--- config.mk ---
export PLATFORM = sky130hd
export DESIGN_NAME = lagged_sum_seq_gen
export DESIGN_NICKNAME = d
export VERILOG_FILES = /design/src/rtl/lagged_sum_seq_gen.sv
export SDC_FILE = /design/constraint.sdc
export NUM_CORES = 2
export LEC_CHECK = 0
export CAP_MARGIN = 20
export CORE_MARGIN = 1
export CORE_UTILIZATION = 47
export DETAILED_ROUTE_END_ITERATION = 12
export PLACE_DENSITY = 0.63
export SETUP_SLACK_MARGIN = 0.4
export SYNTH_ARGS = -nofsm -noshare
export SYNTH_HDL_FRONTEND = slang
export SYNTH_SLANG_ARGS = --single-unit
--- constraint.sdc ---
create_clock -name clk -period 37.6 [get_ports clk]
set_input_delay 3.76 -clock clk [delete_from_list [all_inputs] [get_ports clk]]
set_output_delay 3.76 -clock clk [all_outputs]
set_load 0.01 [all_outputs]
--- src/rtl/lagged_sum_seq_gen.sv ---
// lagged_sum_seq_gen
// Streams the lagged-sum sequence a(n) = a(n-1) + a(n-L) over a
// valid/ready interface, with the lag L chosen at run time.
// Seeds for lag L: a(0)=0, a(1..L-2)=1, a(L-1)=2.
//
// Ports:
//   clk, reset      clock; asynchronous active-high reset
//   start           load seeds with lag_in/mode_in and begin streaming
//   stop            abort to IDLE (priority over start and accept)
//   lag_in          lag L, legal range 3..MAX_LAG, sampled on start
//   mode_in         overflow policy, sampled on start: 0 restart, 1 halt
//   out_ready       downstream accepts the current term
//   out_valid       out_data/out_index hold a valid term
//   out_data        current term a(n)
//   out_index       n modulo 2^IDX_W
//   busy            high while streaming
//   wrap            one-cycle pulse on an overflow restart
//   overflow        sticky flag set when an overflow halts the stream
//   cfg_err         one-cycle pulse when start carries an illegal lag
module lagged_sum_seq_gen #(
    parameter int WIDTH   = 64,
    parameter int MAX_LAG = 8,
    parameter int IDX_W   = 16
) (
    input  logic                         clk,
    input  logic                         reset,
    input  logic                         start,
    input  logic                         stop,
    input  logic [$clog2(MAX_LAG+1)-1:0] lag_in,
    input  logic                         mode_in,
    input  logic                         out_ready,
    output logic                         out_valid,
    output logic [WIDTH-1:0]             out_data,
    output logic [IDX_W-1:0]             out_index,
    output logic                         busy,
    output logic                         wrap,
    output logic                         overflow,
    output logic                         cfg_err
);

    localparam int LAG_W = $clog2(MAX_LAG + 1);
    localparam int AW    = $clog2(MAX_LAG);

    typedef enum logic [1:0] {
        ST_IDLE = 2'd0,
        ST_RUN  = 2'd1,
        ST_HALT = 2'd2
    } state_t;

    state_t             state_r, state_s;
    logic [WIDTH-1:0]   win_r [0:MAX_LAG-1];
    logic [WIDTH-1:0]   win_s [0:MAX_LAG-1];
    logic [LAG_W-1:0]   lag_r, lag_s;
    logic               mode_r, mode_s;
    logic [IDX_W-1:0]   index_r, index_s;
    logic               valid_r, valid_s;
    logic               busy_r, busy_s;
    logic               wrap_r, wrap_s;
    logic               overflow_r, overflow_s;
    logic               cfg_err_r, cfg_err_s;
    logic               lag_ok_s;
    logic               accept_s;
    logic [AW-1:0]      top_s;
    logic [WIDTH:0]     sum_s;
    logic               carry_s;

    // Seed value of window slot i for lag `lag`; slots at or above the lag are held at zero.
    function automatic logic [WIDTH-1:0] seed_val(input logic [LAG_W-1:0] lag, input int i);
        int l;
        l = int'(lag);
        if (i == 0) begin
            return {WIDTH{1'b0}};
        end else if (i < l - 1) begin
            return WIDTH'(2'd1);
        end else if (i == l - 1) begin
            return WIDTH'(2'd2);
        end else begin
            return {WIDTH{1'b0}};
        end
    endfunction

    assign lag_ok_s = (lag_in >= LAG_W'(3)) && (lag_in <= LAG_W'(MAX_LAG));
    assign accept_s = valid_r & out_ready;
    // Newest window slot is w[L-1]; the next term is w[L-1] + w[0] with one extra bit for carry.
    assign top_s    = AW'(lag_r - LAG_W'(1));
    assign sum_s    = {1'b0, win_r[top_s]} + {1'b0, win_r[0]};
    assign carry_s  = sum_s[WIDTH];

    // Next-state, window and flag computation.
    always_comb begin
        state_s    = state_r;
        lag_s      = lag_r;
        mode_s     = mode_r;
        index_s    = index_r;
        overflow_s = overflow_r;
        wrap_s     = 1'b0;
        cfg_err_s  = 1'b0;
        for (int i = 0; i < MAX_LAG; i++) begin
            win_s[i] = win_r[i];
        end

        if (stop) begin
            state_s = ST_IDLE;
        end else if (start && lag_ok_s) begin
            // A legal start restarts from any state; a pending term is dropped.
            for (int i = 0; i < MAX_LAG; i++) begin
                win_s[i] = seed_val(lag_in, i);
            end
            lag_s      = lag_in;
            mode_s     = mode_in;
            index_s    = {IDX_W{1'b0}};
            overflow_s = 1'b0;
            state_s    = ST_RUN;
        end else if (start) begin
            cfg_err_s = 1'b1;
        end else begin
            case (state_r)
                ST_RUN: begin
                    if (accept_s && !carry_s) begin
                        for (int i = 0; i < MAX_LAG; i++) begin
                            if (i < int'(lag_r) - 1) begin
                                win_s[i] = win_r[(i + 1) % MAX_LAG];
                            end else if (i == int'(lag_r) - 1) begin
                                win_s[i] = sum_s[WIDTH-1:0];
                            end else begin
                                win_s[i] = {WIDTH{1'b0}};
                            end
                        end
                        index_s = index_r + IDX_W'(1);
                    end else if (accept_s && !mode_r) begin
                        for (int i = 0; i < MAX_LAG; i++) begin
                            win_s[i] = seed_val(lag_r, i);
                        end
                        index_s = {IDX_W{1'b0}};
                        wrap_s  = 1'b1;
                    end else if (accept_s) begin
                        // Window is left alone so out_data keeps the accepted term.
                        state_s    = ST_HALT;
                        overflow_s = 1'b1;
                    end else begin
                        state_s = ST_RUN;
                    end
                end
                default: begin
                    state_s = state_r;
                end
            endcase
        end

        valid_s = (state_s == ST_RUN);
        busy_s  = (state_s == ST_RUN);
    end

    // State, window and output registers.
    always_ff @(posedge clk or posedge reset) begin
        if (reset) begin
            state_r    <= ST_IDLE;
            lag_r      <= LAG_W'(3);
            mode_r     <= 1'b0;
            index_r    <= {IDX_W{1'b0}};
            valid_r    <= 1'b0;
            busy_r     <= 1'b0;
            wrap_r     <= 1'b0;
            overflow_r <= 1'b0;
            cfg_err_r  <= 1'b0;
            for (int i = 0; i < MAX_LAG; i++) begin
                win_r[i] <= {WIDTH{1'b0}};
            end
        end else begin
            state_r    <= state_s;
            lag_r      <= lag_s;
            mode_r     <= mode_s;
            index_r    <= index_s;
            valid_r    <= valid_s;
            busy_r     <= busy_s;
            wrap_r     <= wrap_s;
            overflow_r <= overflow_s;
            cfg_err_r  <= cfg_err_s;
            for (int i = 0; i < MAX_LAG; i++) begin
                win_r[i] <= win_s[i];
            end
        end
    end

    assign out_valid = valid_r;
    assign out_data  = win_r[0];
    assign out_index = index_r;
    assign busy      = busy_r;
    assign wrap      = wrap_r;
    assign overflow  = overflow_r;
    assign cfg_err   = cfg_err_r;

endmodule

==> reports/metrics.yaml <==
sta:
  relSlewSlack_pct: 25.68
  finalSetupTns_ns: 0
  fin_crit_ns: 10.25
  slew_violations: 0
  hold_violations: 0
  tightest_slew_ns: 1.111
  fmax_mhz: 97.60
  skew_ns: 0.03153
  setup_viol: 0
  rsz0062_at_grt: "false"
  fin_crit_sh_pct: 27.25
setup_path:
  path_max_fanout: 98
  r2r_slack_ns: 27.35
  reg2reg_depth: 18
  slowest_stage: "dfstp_4"
  critPathKind: "flop to flop"
  crit_family: "buffers and inverters"
  max_stage_delay_ns: 1.12
  critPathBufInv: 5
  arrival_ns: 10.79
  cpMostUsedCell: "buf_4"
  crit_path_start_kind: "flop"
  crit_chain: "inv_1 -> ha_1 -> xor2_4 -> buf_4 -> mux2_2 -> ha_1 -> nand4_1 -> nor4_2 -> and2_1 -> nor2b_1 -> nor4_4 -> o211ai_2 -> nor3b_4 -> buf_4 -> buf_4 -> buf_4 -> a22oi_1 -> o21ai_0"
  reg2reg_from: "lag_r[0]$_DFFE_PP1P_"
  rr_endpoint: "win_r[182]$_DFFE_PP0P_"
  cp-end-kind: "flop"
  required_ns: 38.14
hold_path:
  whs_path_depth: 2
  hold_path_end: "win_r[170]$_DFFE_PP0P_"
  min_path_type: "flop to flop"
  hold_path.startpoint: "win_r[170]$_DFFE_PP0P_"
route:
  wl_per_cell_um: 25.33
  vias: 27670
  antenna_left: 0
  drt_iter0_markers: 3397
  drcViolationCount: 0
  finalWirelength_um: 104200
  vias_per_cell: 6.728
  first_pass_iters: 6
clock_tree:
  clock_tree.htree_level_count: 2
  cts_tree: "done"
  post_cts_buffers: 0
  cts_buffers: 60
  cts.clk_slew.worst_paths_ns: 0.06
  cts.sinks: 539
  insertion_delay_ns: 0.65
  cts-hold-fix-buffers: 0
  clockBufferDepth: 3
  clockRootBuffer: "clkbuf_16"
  cts_resized: 0
synthesis:
  synth_top_area_share_pct: 41.60
  synthFlopType: "dfrtp_1"
  synth_edf_count: 0
  ys_top_cells_by_area: "dfrtp_1 42%, a22oi_1 11%, mux4_2 8.9%"
  syn_area_um2: 32300
  yosys_register_bits: 539
  yosys_warnings: 0
  syn_avg_cell_area_um2: 9.786
  yosys.area.top_type: "dfrtp_1"
  synthArstFlopShare_pct: 100.0
  seq_area_frac_synth_pct: 41.76
  synth_cell_type_count: 88
  syn_nets: 3386
  synth_cells: 3301
grt:
  antenna_found_initial: 2
  grt-ovfl-total: 0
  gr-usage-all-layers_pct: 29.51
  grt_max_degree: 231
  grt_pass1_vias: 27420
  grt_pass1_wl_um: 162200
floorplanning:
  core-area_um2: 67630
  initial_utilization_pct: 47.76
  rows: 95
  chipHeight_um: 264.2
  ios: 95
  dieArea_um2: 69790
  die_w_um: 264.2
layout:
  drive_gt1_share_pct: 12.17
  final_cell_mix: "537 x dfrtp_1, 502 x nand2_1, 477 x o21ai_0"
  final_cells: 4113
  mostFrequentLayoutCell: "dfrtp_1"
  area_delta_synth_final_pct: 9.447
  fill_cells: 5904
  finalNetCount: 3273
flow_run:
  maxCapViolCount: 0
placed_design:
  port_buffers: 94
  hpwl_um: 62530
  gp_congestion: 0.9435
  place_inst: 3996
run_status:
  status: "completed"
power_and_ir_drop:
  p_per_area_nw_per_um2: 40.96
  ir_drop_uv: 33.19
  leakagePower_uw: 0.01465
## logic make-up (layout without fill, tap and decap cells)
logic type                 after synthesis  count (layout)  synth area share (%)
muxes                                  196             196                 11.28
DFF                                    539             539                 41.76
other                                    0               3                     0
adders and majority gates               75              75                 2.928
xor gates and xnor gates                62              62                 1.681
buffers and inverters                  364             300                 5.515
AOI/OAI and AO/OA                     1268            1268                 25.34
and+or+nand+nor                        797             797                 11.49
## cell type report
type | count | area, µm² | share of cell area (%)
Sequential cell | 539 | 13490 | 38.17
Clock inverter | 19 | 256.5 | 0.7255
Timing Repair Buffer | 150 | 1411 | 3.992
Tap cell | 873 | 1092 | 3.089
Multi-Input combinational cell | 2398 | 17150 | 48.50
Antenna cell | 3 | 7.507 | 0.02123
Clock buffer | 92 | 1792 | 5.068
Inverter | 39 | 153.9 | 0.4353
## synthesized netlist by cell type (6+ instances only)
master    count
o21ai_1       9
and3_1       32
xnor2_1      37
nor2b_1      11
o31a_1        6
clkbuf_2     14
inv_1        39
a21o_1       40
a211oi_1      9
and2_1       21
a31oi_1      17
mux4_2      128
a22o_1       12
nand2_1     504
buf_4        71
nor3_1       26
nor4_1        6
clkbuf_1    137
o31ai_1      14
a21oi_1     106
o211ai_1     16
ha_1         74
nor4_4       10
nand2b_1     11
o21bai_1     16
o21ai_0     477
mux2_2       65
buf_1        18
dfrtp_1     537
buf_2        83
nor2_1       90
nand4_1      21
or3_1         7
o21a_1        9
nand3_1      29
xor2_1       25
a22oi_1     472
## per-layer routing
layer | global-route usage, % | part of all wire, % | up-vias
li1 | - | - | 12120
met2 | 48.32 | 48 | 1347
met1 | 38.76 | 41 | 13970
met3 | 6.003 | 8.3 | 235
met5 | 0 | 0.016 | -
met4 | 10.69 | 3.3 | 2
## power by group
part	internal, µW	total (µW)	switching, µW
registers	586	598	11.2
logic	68.2	240	172
clock network	362	610	249
total	1020	1450	432
## state kept, by name, summed over array words and instances, names as in the netlist
signal     cells
overflow       1
cfg_err        1
out_index     16
mode_r         1
wrap           1
out_data      64
busy           1
win_r        448
lag_r          4
state_r        2
## worst min-delay path: cells and delay by family (launching register included)
family,cells,cell delay (ns)
simple gates,2,0.11
flops,1,0.36
## stage by stage
| stage | hold WS, ns | utilization [%] | setup WS (ns) | cell area [µm²] | power, µW |
|---|---|---|---|---|---|
| after floorplan | 0.4488 | - | 18.78 | 32300 | 760.2 |
| after global placement | 0.4692 | 49.17 | 27.69 | 33250 | 842.5 |
| after detailed placement | 0.4809 | 49.17 | 27.48 | 33250 | 845.1 |
| after CTS | 0.4943 | 52.20 | 27.46 | 35300 | 1455 |
| after global routing | 0.5294 | 52.27 | 26.76 | 35350 | 1489 |
| final | 0.4960 | 52.28 | 27.35 | 35360 | 1448 |
## how the worst max path moves through the flow
stage / end / slack [ns] / start / depth (start not counted)
floorplan: busy$_DFF_PP0_ / 18.78 / reset / 1
global placement: win_r[183]$_DFFE_PP0P_ / 27.69 / lag_r[0]$_DFFE_PP1P_ / 18
detailed placement: win_r[178]$_DFFE_PP0P_ / 27.48 / lag_r[0]$_DFFE_PP1P_ / 18
CTS: win_r[182]$_DFFE_PP0P_ / 27.46 / lag_r[0]$_DFFE_PP1P_ / 18
global route: win_r[118]$_DFFE_PP0P_ / 26.76 / lag_r[0]$_DFFE_PP1P_ / 18
finish: win_r[182]$_DFFE_PP0P_ / 27.35 / lag_r[0]$_DFFE_PP1P_ / 18
No activity file was read; power rests on OpenSTA's default activity.
